===== config.mk =====
export PLATFORM = sky130hd
export DESIGN_NAME = axi_lite_dma_regs_flat
export DESIGN_NICKNAME = d
export VERILOG_FILES = /design/src/rtl/axi_lite_dma_regs_if.sv /design/src/rtl/axi_lite_dma_regs.sv /design/src/flat_wrapper.sv
export SDC_FILE = /design/constraint.sdc
export NUM_CORES = 1
export LEC_CHECK = 0
export ABC_CLOCK_PERIOD_IN_PS = 5900
export BUFFER_PORTS_ARGS = -buffer_cell sky130_fd_sc_hd__buf_2
export CORE_MARGIN = 4
export CORE_UTILIZATION = 44
export DETAILED_ROUTE_END_ITERATION = 6
export PLACE_DENSITY_LB_ADDON = 0.25
export SLEW_MARGIN = 10
export SYNTH_ARGS = -nofsm -noshare
export SYNTH_HDL_FRONTEND = slang
export SYNTH_SLANG_ARGS = --single-unit
export TNS_END_PERCENT = 30

===== constraint.sdc =====
create_clock -name axi_aclk -period 5.9 [get_ports axi_aclk]
set_input_delay 0.295 -clock axi_aclk [delete_from_list [all_inputs] [get_ports axi_aclk]]
set_output_delay 0.295 -clock axi_aclk [all_outputs]
set_load 0.01 [all_outputs]

===== src/rtl/axi_lite_dma_regs_if.sv =====
// axi_lite_dma_regs_if: AXI-Lite bus bundle between a host master and the DMA register slave
interface axi_lite_dma_regs_if #(
   parameter int ADDR_WIDTH = 10,
   parameter int DATA_WIDTH = 32
);
   logic                  s_axi_lite_awvalid;
   logic                  s_axi_lite_awready;
   logic [ADDR_WIDTH-1:0] s_axi_lite_awaddr;
   logic                  s_axi_lite_wvalid;
   logic                  s_axi_lite_wready;
   logic [DATA_WIDTH-1:0] s_axi_lite_wdata;
   logic [1:0]            s_axi_lite_bresp;
   logic                  s_axi_lite_bvalid;
   logic                  s_axi_lite_bready;
   logic                  s_axi_lite_arvalid;
   logic                  s_axi_lite_arready;
   logic [ADDR_WIDTH-1:0] s_axi_lite_araddr;
   logic                  s_axi_lite_rvalid;
   logic                  s_axi_lite_rready;
   logic [DATA_WIDTH-1:0] s_axi_lite_rdata;
   logic [1:0]            s_axi_lite_rresp;

   modport master (
      output s_axi_lite_awvalid, s_axi_lite_awaddr, s_axi_lite_wvalid, s_axi_lite_wdata,
             s_axi_lite_bready, s_axi_lite_arvalid, s_axi_lite_araddr, s_axi_lite_rready,
      input  s_axi_lite_awready, s_axi_lite_wready, s_axi_lite_bresp, s_axi_lite_bvalid,
             s_axi_lite_arready, s_axi_lite_rvalid, s_axi_lite_rdata, s_axi_lite_rresp
   );

   modport slave (
      input  s_axi_lite_awvalid, s_axi_lite_awaddr, s_axi_lite_wvalid, s_axi_lite_wdata,
             s_axi_lite_bready, s_axi_lite_arvalid, s_axi_lite_araddr, s_axi_lite_rready,
      output s_axi_lite_awready, s_axi_lite_wready, s_axi_lite_bresp, s_axi_lite_bvalid,
             s_axi_lite_arready, s_axi_lite_rvalid, s_axi_lite_rdata, s_axi_lite_rresp
   );
endinterface


===== src/rtl/axi_lite_dma_regs.sv =====
// axi_lite_dma_regs: AXI-Lite control/status registers (CR, SR, ADDR, LENGTH) for a DMA channel
module axi_lite_dma_regs #(
   parameter int ADDR_WIDTH = 10,
   parameter int DATA_WIDTH = 32
) (
   input  logic                  axi_aclk,
   input  logic                  axi_areset,
   axi_lite_dma_regs_if.slave    axi,
   output logic [DATA_WIDTH-1:0] reg_cr,
   output logic [DATA_WIDTH-1:0] reg_addr,
   output logic [25:0]           reg_length,
   output logic                  start_pulse,
   input  logic                  done_set,
   output logic                  irq
);
   typedef enum logic [1:0] {W_IDLE, W_HAVE_AW, W_HAVE_W, W_RESP} w_state_t;
   typedef enum logic {R_IDLE, R_DATA} r_state_t;

   localparam logic [7:0] IDX_CR = 8'h00, IDX_SR = 8'h01, IDX_ADDR = 8'h06, IDX_LEN = 8'h0a;
   localparam logic [1:0] OKAY = 2'b00, SLVERR = 2'b10;

   w_state_t              w_state;
   r_state_t              r_state;
   logic [ADDR_WIDTH-1:0] aw_addr_q, wr_addr;
   logic [DATA_WIDTH-1:0] w_data_q, wr_data, sr_val, rd_mux;
   logic [7:0]            wr_idx, rd_idx;
   logic                  rs, ioc_en, ioc_irq;
   logic                  aw_hs, w_hs, ar_hs, wr_en, wr_hit, rd_hit;

   // The write commits on the edge that captures whichever of AW/W arrives last.
   always_comb begin
      aw_hs   = axi.s_axi_lite_awvalid & axi.s_axi_lite_awready;
      w_hs    = axi.s_axi_lite_wvalid & axi.s_axi_lite_wready;
      ar_hs   = axi.s_axi_lite_arvalid & axi.s_axi_lite_arready;
      wr_en   = ((w_state == W_IDLE) & aw_hs & w_hs) | ((w_state == W_HAVE_AW) & w_hs) |
                ((w_state == W_HAVE_W) & aw_hs);
      wr_addr = (w_state == W_HAVE_AW) ? aw_addr_q : axi.s_axi_lite_awaddr;
      wr_data = (w_state == W_HAVE_W) ? w_data_q : axi.s_axi_lite_wdata;
      wr_idx  = 8'(wr_addr >> 2);
      rd_idx  = 8'(axi.s_axi_lite_araddr >> 2);
      wr_hit  = wr_idx inside {IDX_CR, IDX_SR, IDX_ADDR, IDX_LEN};
      rd_hit  = rd_idx inside {IDX_CR, IDX_SR, IDX_ADDR, IDX_LEN};
      reg_cr  = DATA_WIDTH'({ioc_en, 11'b0, rs});
      sr_val  = DATA_WIDTH'({ioc_irq, 11'b0, ~rs});
      rd_mux  = (rd_idx == IDX_CR) ? reg_cr : (rd_idx == IDX_SR) ? sr_val :
                (rd_idx == IDX_ADDR) ? reg_addr : (rd_idx == IDX_LEN) ? DATA_WIDTH'(reg_length) : '0;
      irq     = ioc_irq & ioc_en;
   end

   always_ff @(posedge axi_aclk or posedge axi_areset)
      if (axi_areset) begin
         w_state                <= W_IDLE;
         axi.s_axi_lite_awready <= 1'b0;
         axi.s_axi_lite_wready  <= 1'b0;
         axi.s_axi_lite_bvalid  <= 1'b0;
         axi.s_axi_lite_bresp   <= OKAY;
         aw_addr_q              <= '0;
         w_data_q               <= '0;
      end else begin
         if (aw_hs) aw_addr_q <= axi.s_axi_lite_awaddr;
         if (w_hs) w_data_q <= axi.s_axi_lite_wdata;
         if (wr_en) begin
            axi.s_axi_lite_bvalid <= 1'b1;
            axi.s_axi_lite_bresp  <= wr_hit ? OKAY : SLVERR;
         end else if (axi.s_axi_lite_bready) axi.s_axi_lite_bvalid <= 1'b0;
         case (w_state)
            W_IDLE: begin
               w_state                <= (aw_hs & w_hs) ? W_RESP : aw_hs ? W_HAVE_AW : w_hs ? W_HAVE_W : W_IDLE;
               axi.s_axi_lite_awready <= ~aw_hs;
               axi.s_axi_lite_wready  <= ~w_hs;
            end
            W_HAVE_AW: if (w_hs) begin
               w_state               <= W_RESP;
               axi.s_axi_lite_wready <= 1'b0;
            end
            W_HAVE_W: if (aw_hs) begin
               w_state                <= W_RESP;
               axi.s_axi_lite_awready <= 1'b0;
            end
            W_RESP: if (axi.s_axi_lite_bready) begin
               w_state                <= W_IDLE;
               axi.s_axi_lite_awready <= 1'b1;
               axi.s_axi_lite_wready  <= 1'b1;
            end
         endcase
      end

   // done_set beats a same-cycle W1C so a completion is never lost.
   always_ff @(posedge axi_aclk or posedge axi_areset)
      if (axi_areset) begin
         rs          <= 1'b0;
         ioc_en      <= 1'b0;
         ioc_irq     <= 1'b0;
         reg_addr    <= '0;
         reg_length  <= '0;
         start_pulse <= 1'b0;
      end else begin
         start_pulse <= wr_en & (wr_idx == IDX_LEN) & rs;
         ioc_irq     <= done_set | (ioc_irq & ~(wr_en & (wr_idx == IDX_SR) & wr_data[12]));
         if (wr_en & (wr_idx == IDX_CR)) begin
            rs     <= wr_data[0];
            ioc_en <= wr_data[12];
         end
         if (wr_en & (wr_idx == IDX_ADDR)) reg_addr <= wr_data;
         if (wr_en & (wr_idx == IDX_LEN)) reg_length <= wr_data[25:0];
      end

   always_ff @(posedge axi_aclk or posedge axi_areset)
      if (axi_areset) begin
         r_state                <= R_IDLE;
         axi.s_axi_lite_arready <= 1'b0;
         axi.s_axi_lite_rvalid  <= 1'b0;
         axi.s_axi_lite_rdata   <= '0;
         axi.s_axi_lite_rresp   <= OKAY;
      end else
         case (r_state)
            R_IDLE: if (ar_hs) begin
               r_state                <= R_DATA;
               axi.s_axi_lite_arready <= 1'b0;
               axi.s_axi_lite_rvalid  <= 1'b1;
               axi.s_axi_lite_rdata   <= rd_mux;
               axi.s_axi_lite_rresp   <= rd_hit ? OKAY : SLVERR;
            end else axi.s_axi_lite_arready <= 1'b1;
            R_DATA: if (axi.s_axi_lite_rready) begin
               r_state                <= R_IDLE;
               axi.s_axi_lite_rvalid  <= 1'b0;
               axi.s_axi_lite_arready <= 1'b1;
            end
         endcase
endmodule


===== src/flat_wrapper.sv =====
// flat-port wrapper written by rule: the top's interface ports become plain ports
module axi_lite_dma_regs_flat 
#(
   parameter int ADDR_WIDTH = 10,
   parameter int DATA_WIDTH = 32
)
  (axi_aclk, axi_areset, reg_cr, reg_addr, reg_length, start_pulse, done_set, irq, axi_s_axi_lite_awvalid, axi_s_axi_lite_awaddr, axi_s_axi_lite_wvalid, axi_s_axi_lite_wdata, axi_s_axi_lite_bready, axi_s_axi_lite_arvalid, axi_s_axi_lite_araddr, axi_s_axi_lite_rready, axi_s_axi_lite_awready, axi_s_axi_lite_wready, axi_s_axi_lite_bresp, axi_s_axi_lite_bvalid, axi_s_axi_lite_arready, axi_s_axi_lite_rvalid, axi_s_axi_lite_rdata, axi_s_axi_lite_rresp);
  axi_lite_dma_regs_if #(.ADDR_WIDTH(ADDR_WIDTH), .DATA_WIDTH(DATA_WIDTH)) axi_i ();
  input  logic axi_aclk;
  input  logic axi_areset;
  output logic [DATA_WIDTH-1:0] reg_cr;
  output logic [DATA_WIDTH-1:0] reg_addr;
  output logic [25:0] reg_length;
  output logic start_pulse;
  input  logic done_set;
  output logic irq;
  input wire logic [$bits(axi_i.s_axi_lite_awvalid)-1:0] axi_s_axi_lite_awvalid;
  input wire logic [$bits(axi_i.s_axi_lite_awaddr)-1:0] axi_s_axi_lite_awaddr;
  input wire logic [$bits(axi_i.s_axi_lite_wvalid)-1:0] axi_s_axi_lite_wvalid;
  input wire logic [$bits(axi_i.s_axi_lite_wdata)-1:0] axi_s_axi_lite_wdata;
  input wire logic [$bits(axi_i.s_axi_lite_bready)-1:0] axi_s_axi_lite_bready;
  input wire logic [$bits(axi_i.s_axi_lite_arvalid)-1:0] axi_s_axi_lite_arvalid;
  input wire logic [$bits(axi_i.s_axi_lite_araddr)-1:0] axi_s_axi_lite_araddr;
  input wire logic [$bits(axi_i.s_axi_lite_rready)-1:0] axi_s_axi_lite_rready;
  output wire logic [$bits(axi_i.s_axi_lite_awready)-1:0] axi_s_axi_lite_awready;
  output wire logic [$bits(axi_i.s_axi_lite_wready)-1:0] axi_s_axi_lite_wready;
  output wire logic [$bits(axi_i.s_axi_lite_bresp)-1:0] axi_s_axi_lite_bresp;
  output wire logic [$bits(axi_i.s_axi_lite_bvalid)-1:0] axi_s_axi_lite_bvalid;
  output wire logic [$bits(axi_i.s_axi_lite_arready)-1:0] axi_s_axi_lite_arready;
  output wire logic [$bits(axi_i.s_axi_lite_rvalid)-1:0] axi_s_axi_lite_rvalid;
  output wire logic [$bits(axi_i.s_axi_lite_rdata)-1:0] axi_s_axi_lite_rdata;
  output wire logic [$bits(axi_i.s_axi_lite_rresp)-1:0] axi_s_axi_lite_rresp;
  assign axi_i.s_axi_lite_awvalid = axi_s_axi_lite_awvalid;
  assign axi_i.s_axi_lite_awaddr = axi_s_axi_lite_awaddr;
  assign axi_i.s_axi_lite_wvalid = axi_s_axi_lite_wvalid;
  assign axi_i.s_axi_lite_wdata = axi_s_axi_lite_wdata;
  assign axi_i.s_axi_lite_bready = axi_s_axi_lite_bready;
  assign axi_i.s_axi_lite_arvalid = axi_s_axi_lite_arvalid;
  assign axi_i.s_axi_lite_araddr = axi_s_axi_lite_araddr;
  assign axi_i.s_axi_lite_rready = axi_s_axi_lite_rready;
  assign axi_s_axi_lite_awready = axi_i.s_axi_lite_awready;
  assign axi_s_axi_lite_wready = axi_i.s_axi_lite_wready;
  assign axi_s_axi_lite_bresp = axi_i.s_axi_lite_bresp;
  assign axi_s_axi_lite_bvalid = axi_i.s_axi_lite_bvalid;
  assign axi_s_axi_lite_arready = axi_i.s_axi_lite_arready;
  assign axi_s_axi_lite_rvalid = axi_i.s_axi_lite_rvalid;
  assign axi_s_axi_lite_rdata = axi_i.s_axi_lite_rdata;
  assign axi_s_axi_lite_rresp = axi_i.s_axi_lite_rresp;
  axi_lite_dma_regs #(.ADDR_WIDTH(ADDR_WIDTH), .DATA_WIDTH(DATA_WIDTH)) u_core (.axi_aclk(axi_aclk), .axi_areset(axi_areset), .axi(axi_i), .reg_cr(reg_cr), .reg_addr(reg_addr), .reg_length(reg_length), .start_pulse(start_pulse), .done_set(done_set), .irq(irq));
endmodule

==> flow_summary.ini <==
[outcome]
status = finished, violations left
violations = hold timing

[routing]
initialDrtViolationCount = 251
highest_layer = met4
routedWlPerCell_um = 17.7
wl_um = 14900
drc_errors = 0
via_per_inst = 5.36
wl_met2_um = 7330
final_antenna_net_count = 0
vias = 4526
drtPass1Iterations = 7
wl_met3_um = 1330
routedLengthMet1_um = 6060

[floorplanning]
io_pins = 193
start_util = 0.450
fp.dieH_um = 130
row_count = 44
core_mm2 = 0.0145
fp.dieW_um = 130
dieArea_mm2 = 0.0169

[power_and_ir_drop]
total_power_w = 0.00320
ir_drop_v = 0.000208
power_density_mw_per_mm2 = 403
p_leak_nw = 4.27

[global_route]
grt_pass1_vias = 4605
antenna_found_initial = 0
grt_pass1_wl_um = 23700
grt.total_usage = 0.183
grt_max_degree = 86
grt_overflow = 0

[cells_and_area]
area_growth_pct = 21.2
fin_util = 0.546
final.fill_count = 1222
final_area_mm2 = 0.00793
final_nets = 714
num_antenna_cells = 0
drive_above_1_share = 0.478

[logic_synthesis]
synth-seq-cells = 144
syn_inst = 495
synth_cell_types = 47
synth_ff_type = dfrtp_1
synth_top_area_frac = 0.550
synth_warnings = 0
synth.cell_area_mm2 = 0.00655
ys_seq_area_frac = 0.550
synthArstFlopShare = 1.00
synth_edf_count = 0
synth.area.top_cells = dfrtp_1 (55%), mux2_2 (19%), buf_4 (3.9%)
synth_top_area_cell = dfrtp_1
synth.avg_cell_area_um2 = 13.2

[clock_tree]
clk_pin_slew_ps = 60
cts_tree = done
insertion_delay_ps = 420
h-tree-depth = 4
numCtsBuffers = 17
cts_resized = 0
ctsHoldBuffers = 0
cts_buffer_depth = 2
cts_root_buf = clkbuf_16
cts_setup_buffers = 0
cts_sinks = 144

[sta]
final_max_slew_viol_count = 0
fin_hold_ws_ps = -3.65
finalHoldViolations = 2
tightest_slew_ps = 919
setup_viol = 0
max_freq_mhz = 282
period_needed_ps = 3540
fin_skew_ps = 7.51
post-route-period-util = 0.600
setup_ws_ps = 2360
grt_setup_unrepaired = false
setup_tns_ps = 0
slew_headroom = 0.387

[critical_path]
cp-start-kind = register
crit_fanout = 34
critPathBufInv = 2
max_stage_delay_ps = 820
arrival_ps = 3850
required_ps = 6210
crit_path_cell_trace = inv_1 -> ha_2 -> nand3_1 -> o211ai_1 -> nand4_2 -> buf_4 -> mux2_2
crit_family = adder cells
path_class = reg2reg
slowest_stage = ha_2
end_kind = register

[placed_design]
port_buffers = 156
dp_hpwl_um = 10100
dp_slack_ps = 2250
gp_congestion = 0.821
dpl_cell_area_mm2 = 0.00737

[job]
max_cap_viol_count = 0

[min_path]
min_path_type = in2async
==> registers in the layout, summed over array words and instances, names as in the netlist <==
signal and count:
u_core.axi.s_axi_lite_rdata 32, u_core.reg_addr 32, u_core.w_data_q 32, u_core.reg_length 26, u_core.aw_addr_q 8, u_core.w_state 2, u_core.axi.s_axi_lite_arready 1, u_core.axi.s_axi_lite_awready 1
u_core.axi.s_axi_lite_bresp 1, u_core.axi.s_axi_lite_bvalid 1, u_core.axi.s_axi_lite_rresp 1, u_core.axi.s_axi_lite_rvalid 1, u_core.axi.s_axi_lite_wready 1, u_core.ioc_en 1, u_core.ioc_irq 1, u_core.r_state 1
u_core.rs 1, u_core.start_pulse 1
==> through the flow <==
step | hold WS, ps | std cells
2_1_floorplan | 387 | 526
3_3_place_gp | 456 | 813
3_5_place_dp | 466 | 813
4_1_cts | 34.2 | 845
5_1_grt | 44.5 | 845
6_report | -3.65 | 845
==> where the power goes <==
part / leakage, nW / switching, W / internal (W) / total (W)
logic: 2.12 / 0.000413 / 0.000421 / 0.000835
registers: 1.89 / 0.000139 / 0.00121 / 0.00135
clock network: 0.266 / 0.000434 / 0.000583 / 0.00102
==> kinds of logic after synthesis <==
logic type / share of synthesized area
adder cells (fa/ha/maj): 0.0115
AO/OA/AOI/OAI: 0.0776
multiplexers: 0.232
buffers and inverters: 0.0751
flip-flops: 0.550
AND/OR/NAND/NOR: 0.0516
XOR/XNOR: 0.00134
other: 0.000573
==> synth_stat cells (3+ instances only) <==
| cell type | instances |
|---|---|
| a21o_1 | 5 |
| a21oi_1 | 5 |
| a222oi_1 | 24 |
| a22o_1 | 6 |
| buf_2 | 3 |
| buf_4 | 34 |
| clkbuf_1 | 18 |
| dfrtp_1 | 144 |
| ha_1 | 6 |
| inv_1 | 34 |
| mux2_1 | 20 |
| mux2_2 | 113 |
| nand2_1 | 9 |
| nand2b_1 | 4 |
| nand3_1 | 8 |
| nand3b_1 | 4 |
| nor2_1 | 7 |
| nor2b_1 | 3 |
| nor3_1 | 4 |
| o21ai_0 | 7 |
| or4_1 | 4 |
==> final timing paths <==
check                      depth (start not counted)                              to  slack [ps]                      startpoint
setup / recovery                                   7             u_core.reg_addr[11]        2360               u_core.w_state[0]
hold / removal                                     2             u_core.reg_addr[11]          -4                      axi_areset
setup reg to reg                                   7             u_core.reg_addr[11]        2360               u_core.w_state[0]
hold reg to reg                                    2  u_core.axi.s_axi_lite_rdata[0]         470  u_core.axi.s_axi_lite_rdata[0]
max in group asynchronous                          3              u_core.start_pulse        4600                      axi_areset
min in group axi_aclk                              2                  u_core.ioc_irq          60                        done_set
==> metal layers <==
metal / global-route usage / vias to the layer above
met2: 0.302 / 170
met1: 0.224 / 2298
met3: 0.0639 / 14
met5: 0 / -
li1: - / 2044
met4: 0.0654 / 0
==> cell type report <==
type / instances / area [um^2] / area share
clock buffers: 17 / 425 / 0.0536
clock inverters: 15 / 136 / 0.0172
inverters: 34 / 133 / 0.0167
multi-input cells: 290 / 2590 / 0.326
flip-flops and latches: 144 / 3600 / 0.454
well taps: 184 / 230 / 0.0290
repair buffers: 161 / 818 / 0.103
==> placed cells by master (no fill, tap or decap), types with 6 or more instances in the layout <==
cell       count
a222oi_1      24
a22o_1         6
buf_2        156
clkbuf_16     17
conb_1        32
dfrtp_1      144
inv_1         33
mux2_1        20
mux2_2       113
nand2_1        8
nand3_1        8
nor2_1         7
o21ai_0        7
==> worst reg2reg max path: stages (launching register included) <==
cell and delay, ps:
dfrtp_1 420, inv_1 190, ha_2 820, nand3_1 170
o211ai_1 430, nand4_2 620, buf_4 460, mux2_2 310
(Power assumes the default switching activity.)
